**config.mk**
```make
export PLATFORM = sky130hd
export DESIGN_NAME = drop_actuator
export DESIGN_NICKNAME = d
export VERILOG_FILES = /design/src/rtl/drop_pkg.sv /design/src/rtl/tick_prescaler.sv /design/src/rtl/drop_actuator.sv
export SDC_FILE = /design/constraint.sdc
export NUM_CORES = 1
export LEC_CHECK = 0
export CAP_MARGIN = 20
export CORE_MARGIN = 2
export CORE_UTILIZATION = 59
export CTS_BUF_LIST = sky130_fd_sc_hd__clkbuf_2 sky130_fd_sc_hd__clkbuf_4 sky130_fd_sc_hd__clkbuf_8
export DETAILED_ROUTE_END_ITERATION = 16
export PLACE_DENSITY = 0.83
export RECOVER_POWER = 50
export SLEW_MARGIN = 10
export SYNTH_ARGS = -nofsm -noshare
export SYNTH_HDL_FRONTEND = slang
export SYNTH_HIERARCHICAL = 1
export SYNTH_SLANG_ARGS = --single-unit
export TNS_END_PERCENT = 5
```
**constraint.sdc**
```tcl
create_clock -name clk -period 4.1 [get_ports clk]
set_clock_uncertainty 0.1 [all_clocks]
set_input_delay 0.82 -clock clk [delete_from_list [all_inputs] [get_ports clk]]
set_output_delay 0.82 -clock clk [all_outputs]
set_load 0.05 [all_outputs]
```
**src/rtl/drop_pkg.sv**
```systemverilog
// Shared definitions for the drop actuator and anything that decodes its state readout.
package drop_pkg;

  localparam int DROP_TIME_W = 16;

  typedef enum logic [2:0] {
    IDLE  = 3'd0,
    ARM   = 3'd1,
    OPEN  = 3'd2,
    CLOSE = 3'd3,
    COOL  = 3'd4
  } drop_state_t;

endpackage

```
**src/rtl/tick_prescaler.sv**
```systemverilog
// Divides the clock into time-unit ticks and counts them; shared by the OPEN and COOL timing.
module tick_prescaler #(
  parameter int TICK_DIV = 1000,
  parameter int COUNT_W  = 16
) (
  input  logic               clk,
  input  logic               rst_n,
  input  logic               clear,
  input  logic               enable,
  output logic               tick,
  output logic [COUNT_W-1:0] tick_count
);

  localparam int PW = (TICK_DIV > 1) ? $clog2(TICK_DIV) : 1;

  logic [PW-1:0] presc;

  assign tick = enable && (presc == PW'(TICK_DIV - 1));

  // clear takes priority so a phase always starts from a whole time unit
  always_ff @(posedge clk or negedge rst_n) begin
    if (!rst_n) begin
      presc      <= '0;
      tick_count <= '0;
    end else if (clear) begin
      presc      <= '0;
      tick_count <= '0;
    end else if (enable) begin
      if (tick) begin
        presc      <= '0;
        tick_count <= tick_count + COUNT_W'(1);
      end else begin
        presc <= presc + PW'(1);
      end
    end
  end

endmodule

```
**src/rtl/drop_actuator.sv**
```systemverilog
// Hatch drop responder: debounces the drop request, holds the hatch open for the
// latched duration, then enforces a cooldown; reports done/aborted and counts drops.
module drop_actuator
  import drop_pkg::*;
#(
  parameter int ARM_CYCLES     = 4,
  parameter int TICK_DIV       = 1000,
  parameter int COOLDOWN_TICKS = 8,
  parameter int CNT_W          = 8
) (
  input  logic                   clk,
  input  logic                   rst_n,
  input  logic                   drop_req,
  input  logic [DROP_TIME_W-1:0] drop_time,
  input  logic                   abort,
  output logic                   hatch_open,
  output logic                   busy,
  output logic                   done,
  output logic                   aborted,
  output logic [CNT_W-1:0]       drop_count,
  output logic [2:0]             state_dbg
);

  localparam int AW = (ARM_CYCLES > 1) ? $clog2(ARM_CYCLES) : 1;

  drop_state_t            state;
  logic [AW-1:0]          arm_cnt;
  logic [DROP_TIME_W-1:0] latched;
  logic                   rearm;
  logic                   tick;
  logic [DROP_TIME_W-1:0] tick_count;
  logic                   timing_phase;
  logic                   presc_clear;

  assign hatch_open = (state == OPEN);
  assign busy       = (state != IDLE);
  assign state_dbg  = state;

  // Abort out of OPEN lands straight in COOL, so the prescaler must restart on that edge too
  assign timing_phase = (state == OPEN) || (state == COOL);
  assign presc_clear  = !timing_phase || ((state == OPEN) && abort);

  tick_prescaler #(
    .TICK_DIV (TICK_DIV),
    .COUNT_W  (DROP_TIME_W)
  ) u_prescaler (
    .clk        (clk),
    .rst_n      (rst_n),
    .clear      (presc_clear),
    .enable     (timing_phase),
    .tick       (tick),
    .tick_count (tick_count)
  );

  always_ff @(posedge clk or negedge rst_n) begin
    if (!rst_n) begin
      state      <= IDLE;
      arm_cnt    <= '0;
      latched    <= '0;
      rearm      <= 1'b1;
      done       <= 1'b0;
      aborted    <= 1'b0;
      drop_count <= '0;
    end else begin
      done    <= 1'b0;
      aborted <= 1'b0;
      if (!drop_req) rearm <= 1'b1;

      case (state)
        IDLE: begin
          if (drop_req && rearm) begin
            state   <= ARM;
            arm_cnt <= '0;
            rearm   <= 1'b0;
          end
        end

        ARM: begin
          if (abort) begin
            state   <= COOL;
            aborted <= 1'b1;
          end else if (!drop_req) begin
            state <= IDLE;
          end else if (arm_cnt == AW'(ARM_CYCLES - 1)) begin
            latched <= drop_time;
            if (drop_time == '0) begin
              state   <= COOL;
              aborted <= 1'b1;
            end else begin
              state <= OPEN;
            end
          end else begin
            arm_cnt <= arm_cnt + AW'(1);
          end
        end

        // abort beats the final tick when both land on the same cycle
        OPEN: begin
          if (abort) begin
            state   <= COOL;
            aborted <= 1'b1;
          end else if (tick && (tick_count == latched - DROP_TIME_W'(1))) begin
            state <= CLOSE;
            done  <= 1'b1;
            if (drop_count != '1) drop_count <= drop_count + CNT_W'(1);
          end
        end

        CLOSE: state <= COOL;

        COOL: begin
          if (tick && (tick_count == DROP_TIME_W'(COOLDOWN_TICKS - 1))) state <= IDLE;
        end

        default: state <= IDLE;
      endcase
    end
  end

endmodule

```
# Word-level counts from Yosys, hierarchy flattened

Cells that the tools add are included.

Register bits after elaboration: 58
ROM bits: 0
Output and inout port bits: 15
Bits in latches: 0
Memories kept: 0
Input bits: 20
Logic and storage cells: 82
RAM bits: 0

Shift-type cells: 0
Div/mod/pow operators: 0
Multiplexer cells: 32
$mul: 0
Reduce and logical (&&, ||, !) cells: 19
Bitwise operators: 1
$lt $le $gt $ge: 0
$add $sub $neg: 5
Equality and inequality tests: 16

Operator list:

| cell                                                                   | count |
|---|---|
| 16-bit 2-to-1 mux                                                      | 3 |
| 10-bit 2-to-1 mux                                                      | 3 |
| 3-bit 2-to-1 mux                                                       | 8 |
| 16-bit by 1-bit adder with 16-bit output, second input constant        | 1 |
| 16-bit equality test                                                   | 1 |
| 16-bit by 3-bit equality test with 1-bit output, second input constant | 1 |
| 16-bit logical NOT                                                     | 1 |
| 16-bit by 1-bit subtractor with 16-bit output, second input constant   | 1 |
| 3-bit case mux with 5 select lines                                     | 1 |
| 4-bit AND reduction                                                    | 3 |
| 1-bit 2-to-1 mux                                                       | 11 |
| 10-bit by 1-bit adder with 10-bit output, second input constant        | 1 |
| 10-bit equality test, second input constant                            | 1 |
| 8-bit by 1-bit adder with 8-bit output, second input constant          | 1 |
| 2-bit 2-to-1 mux                                                       | 4 |
| 2-bit inequality test, second input constant                           | 4 |
| 8-bit inequality test, second input constant                           | 1 |
| 3-bit by 2-bit equality test with 1-bit output, second input constant  | 2 |
| 2-bit nonzero test                                                     | 3 |
| 1-bit logical AND                                                      | 5 |
| 5-bit AND reduction                                                    | 1 |
| 4-bit inequality test, second input constant                           | 1 |
| 2-bit case mux with 2 select lines                                     | 1 |
| 3-bit by 1-bit equality test with 1-bit output, second input constant  | 1 |
| 12 further kinds                                                       | 13 |

# Depth between registers and ports, before layout

Word-level depth: 7
Gate-level depth with buffers: 12

# Hierarchy

The synthesis kept the hierarchy.

By module, submodules not included:

| module         | cells each | instances | area an instance (µm²) | sequential area each (µm²) |
|---|---|---|---|---|
| drop_actuator  | 210        | 1         | 2028.2                 | 802.0 |
| tick_prescaler | 147        | 1         | 1378.8                 | 650.6 |

# Worst setup path before layout

Ideal clock, no wire load.

Path type: register to register
Start: register state[1], in the netlist state_dbg[1]
End: register drop_count[1]
Buffers on the path: 1
Path slack: 646 ps
Required time: 3875 ps
Library setup time: 125 ps
Stages on the path, launching flop included: 12
Arrival time: 3229 ps
Cells stage by stage: dfrtp_1 > nand2b_1 > a21oi_1 > nand4b_1 > or4_4 > buf_6 > inv_2 > nand4_1 > nor4_1 > o211a_1 > nand4b_4 > mux2_2

Word-level cells in the longest chain between the ends: 5
Elaborated cells on any way between the ends: 6

Ends and longest elaborated chain:

| item                                                                                  | RTL line             | text |
|---|---|---|
| start, declared                                                                       | drop_actuator.sv:26  | `drop_state_t state;` |
| start signal, assigned                                                                | drop_actuator.sv:57  | `state <= IDLE;` |
| start signal, assigned                                                                | drop_actuator.sv:72  | `state <= ARM;` |
| start signal, assigned                                                                | drop_actuator.sv:80  | `state <= COOL;` |
| 3-bit by 2-bit equality test with 1-bit output or 3-bit equality test (tied branches) | drop_actuator.sv:40  | `assign timing_phase = (state == OPEN) \|\| (state == COOL);` |
| 1-bit logical OR *                                                                    | drop_actuator.sv:40  |  |
| net timing_phase                                                                      | drop_actuator.sv:32  | `logic timing_phase;` |
| 1-bit logical AND *                                                                   | tick_prescaler.sv:18 | `assign tick = enable && (presc == PW'(TICK_DIV - 1));` |
| net tick                                                                              | drop_actuator.sv:30  | `logic tick;` |
| 1-bit logical AND *                                                                   | drop_actuator.sv:102 | `end else if (tick && (tick_count == latched - DROP_TIME_W'(1))) begin` |
| 4-bit AND reduction (no line) *                                                       | -                    |  |
| end signal, assigned                                                                  | drop_actuator.sv:105 | `if (drop_count != '1) drop_count <= drop_count + CNT_W'(1);` |
| end, declared                                                                         | drop_actuator.sv:20  | `output logic [CNT_W-1:0] drop_count,` |

The timed path passes the listed nets; every way through them passes the cells marked *.
A chain may end at the register's enable or synchronous reset.

# Worst setup path after layout

Same ends and word-level chain as after synthesis.

==> flow_metrics.tcl <==
set metrics [dict create \
    status "complete, but fails checks" \
    violations "capacitance limit, slew limit" \
    wl_per_cell_um 16.5 \
    synth_edf_count 0 \
    cts.sinks 58 \
    ir_worst_vdd_v 0.000214 \
    grt_setup_unrepaired "false" \
    ys_seq_elements 58 \
    placed_area_um2 3790 \
    antenna_found_initial 0 \
    drtIter0Drc 202 \
    area_growth_pct 17.7 \
    track_usage_pct 26.1 \
    finalSetupViolCount 0 \
    min-delay-start "rearm" \
    hold_viol 0 \
    crit_type "reg2reg" \
    worstPathCellList "nand2b_1 -> a21oi_1 -> clkbuf_1 -> nand4b_1 -> or4_4 -> inv_2 -> nand4_1 -> nor4_1 -> o211a_1 -> nand4b_4 -> mux2_2" \
    routabilityCongestion 0.918 \
    pwr-share-clk_pct 48.9 \
    antenna_left 0 \
    yosys.cell_types.count 51 \
    multiInputGateArea_um2 1860 \
    cts_root_buffer "clkbuf_8" \
    cts.repair.resized 0 \
    async_flop_share_pct 100 \
    drive_gt1_share_pct 10.8 \
    fin_ws_ns 0.496 \
    worst_hold_slack_ns 0.372 \
    hold_end "rearm" \
    fin_crit_ns 3.60 \
    hpwl_um 5370 \
    yosysTopAreaCellShare_pct 41.9 \
    nets 418 \
    synth_ff_type "dfrtp_1" \
    seqPwrFrac_pct 48.1 \
    power.density_nw_per_um2 297 \
    yosysWarnings 6 \
    cts-buffers-inserted 9 \
    cts_setup_buffers 0 \
    hold_buffers 0 \
    initial_core_util_pct 61.5 \
    synth.area.top_cells "dfrtp_1 (42%), mux2_2 (6.3%), xnor2_1 (4.1%), a21oi_1 (4.0%), xor2_1 (3.9%)" \
    worstPathRequired_ns 4.23 \
    num_rows 27 \
    endpoint_kind "flip-flop" \
    h-tree-depth 3 \
    synth_area_leader_cell "dfrtp_1" \
    pre_cts_ws_ns 0.708 \
    crit_fanout 32 \
    worst_pin_slew_ns 1.69 \
    holdPathStages 2 \
    grt_pass1_vias 2771 \
    power_leakage_nw 1.76 \
    num_vias 2966 \
    arrival_ns 3.73 \
    r2r_start "state_dbg[1]" \
    p_comb_share_pct 3.0 \
    p_switching_uw 238 \
    wirelength_um 7750 \
    grt_max_degree 33 \
    reg2reg_depth 11 \
    avgSynthCellArea_um2 9.54 \
    sw_frac_of_total_pct 20.0 \
    syn_inst 357 \
    start_kind "flip-flop" \
    netlist_area_um2 3410 \
    fillers 407 \
    max_stage_delay_ns 0.71 \
    p_int_uw 952 \
    yosysSeqAreaShare_pct 42.6 \
    cts_tree "built" \
    globalRouteOverflowTotal 0 \
    finalSetupTns_ns 0 \
    port_buffers 34 \
    finalCritPeriodShare_pct 87.9 \
    seqCellArea_um2 1450 \
    relSlewSlack_pct -12.9 \
    slew_viol_final 32 \
    die_area_um2 6400 \
    drv_cap 1 \
    r2r_end "drop_count[1]" \
    fmax_ghz 0.277 \
    cts_buffer_depth 2 \
    hp-class "reg2reg" \
    first_pass_iters 5 \
    critPathSlowestCell "or4_4" \
    final_area_um2 4010 \
    route.detailed.drc 0 \
    clk_latency_ns 0.34 \
    grt_pass1_wl_um 12900 \
    io_pins 35 \
    utilization_pct 72.4 \
    n_antenna_cell 0 \
    syn_nets 382 \
    coreArea_um2 5540 \
    viasPerCell 6.31 \
    r2r_slack_ns 0.50 \
    die_h_um 80.0 \
    dieWidth_um 80.0 \
    clk_pin_slew_worst_paths_ns 0.07 \
]
[sequential cells by signal (all words and copies together) (netlist names)]
signal,flops
state_dbg,3
rearm,1
arm_cnt,2
drop_count,8
u_prescaler/presc,10
done,1
u_prescaler/tick_count,16
latched,16
aborted,1
[layout make-up]
| class | instances | share of cell area (%) |
|---|---|---|
| clock buffer | 11 | 3.62 |
| clock inverter | 5 | 1.94 |
| inverter | 9 | 0.843 |
| multi-input combinational | 278 | 46.4 |
| sequential | 58 | 36.2 |
| tap | 72 | 2.25 |
| timing repair buffer | 37 | 8.71 |
[cell families after synthesis]
logic type | after synthesis | synth area share [%]
DFF | 58 | 42.6
adders and majority gates | 5 | 1.84
muxes | 22 | 7.16
xor gates and xnor gates | 31 | 7.97
and+or+nand+nor | 155 | 25.6
AOI/OAI and AO/OA | 65 | 12.1
buffers and inverters | 21 | 2.75
[Yosys cell counts (2+ instances only)]
master	n
inv_1	8
buf_6	2
a21oi_1	27
dfrtp_1	57
clkbuf_1	9
nor4_1	10
nand3b_1	5
a31oi_1	3
o41ai_1	2
nand2_1	22
nand4b_1	3
and4_1	2
or3_1	6
mux2_2	19
nand3_1	18
o211ai_1	4
or4_4	2
o31ai_1	12
nand4_1	8
and2_1	2
or4_1	14
ha_1	5
o21ai_0	8
nor4b_1	2
mux2i_1	3
xor2_1	15
xnor2_1	16
nor3_1	15
and3_1	2
nor2_1	33
nand2b_1	3
[routing by layer]
| metal | GRT usage, % | up-vias | wire (um) | part of all wire [%] |
|---|---|---|---|---|
| li1 | - | 1416 | - | - |
| met1 | 34.2 | 1443 | 3450 | 45 |
| met2 | 41.7 | 91 | 3700 | 48 |
| met3 | 6.11 | 16 | 473 | 6.1 |
| met4 | 10.2 | 0 | 127 | 1.6 |
| met5 | 0 | - | 0 | 0 |
[layout by cell type (no fill, tap or decap), drive strengths merged, types with 4 or more instances in the layout]
master         count
dfrtp             57
nor2              33
clkdlybuf4s50     29
a21oi             27
nand2             22
mux2              19
nand3             18
xnor2             16
nor3              16
or4               16
xor2              15
clkbuf            14
o31ai             12
nor4              10
inv                9
nand4              8
o21ai              8
or3                6
nand3b             5
ha                 5
o211ai             4
dlygate4sd3        4
nand4b             4
[stage by stage]
step / instances / total power, mW
after floorplan: 357 / 0.585
after CTS: 470 / 1.20
after global routing: 470 / 1.23
final: 470 / 1.19
after detailed placement: 454 / 0.619
after global placement: 454 / 0.619
[power groups by stage]
| stage | Sequential [mW] | Combinational (mW) | Clock, mW |
|---|---|---|---|
| 3_5_place_dp | 0.583 | 0.0361 | 0 |
| 2_1_floorplan | 0.583 | 0.00204 | 0 |
| 4_1_cts | 0.572 | 0.0367 | 0.592 |
| 3_3_place_gp | 0.583 | 0.0356 | 0 |
| 5_1_grt | 0.572 | 0.0390 | 0.619 |
| 6_report | 0.572 | 0.0353 | 0.583 |
[worst max path at each step]
| stage | startpoint | to | slack [ns] | cells past startpoint |
|---|---|---|---|---|
| after floorplan | state_dbg[1] | drop_count[1] | 0.65 | 11 |
| after global placement | state_dbg[1] | drop_count[1] | 0.73 | 11 |
| after detailed placement | state_dbg[1] | drop_count[6] | 0.71 | 12 |
| after CTS | state_dbg[1] | drop_count[3] | 0.66 | 12 |
| after global routing | state_dbg[1] | drop_count[2] | 0.18 | 12 |
| final | state_dbg[1] | drop_count[1] | 0.50 | 11 |
[worst max-delay path, delay by kind of cell (launching register included)]
kind / cells / cell delay, ns
DFF: 1 / 0.46
buffers and inverters: 2 / 0.50
AOI/OAI and AO/OA: 2 / 0.42
muxes: 1 / 0.33
and+or+nand+nor: 6 / 1.69
(Power assumes the default switching activity.)
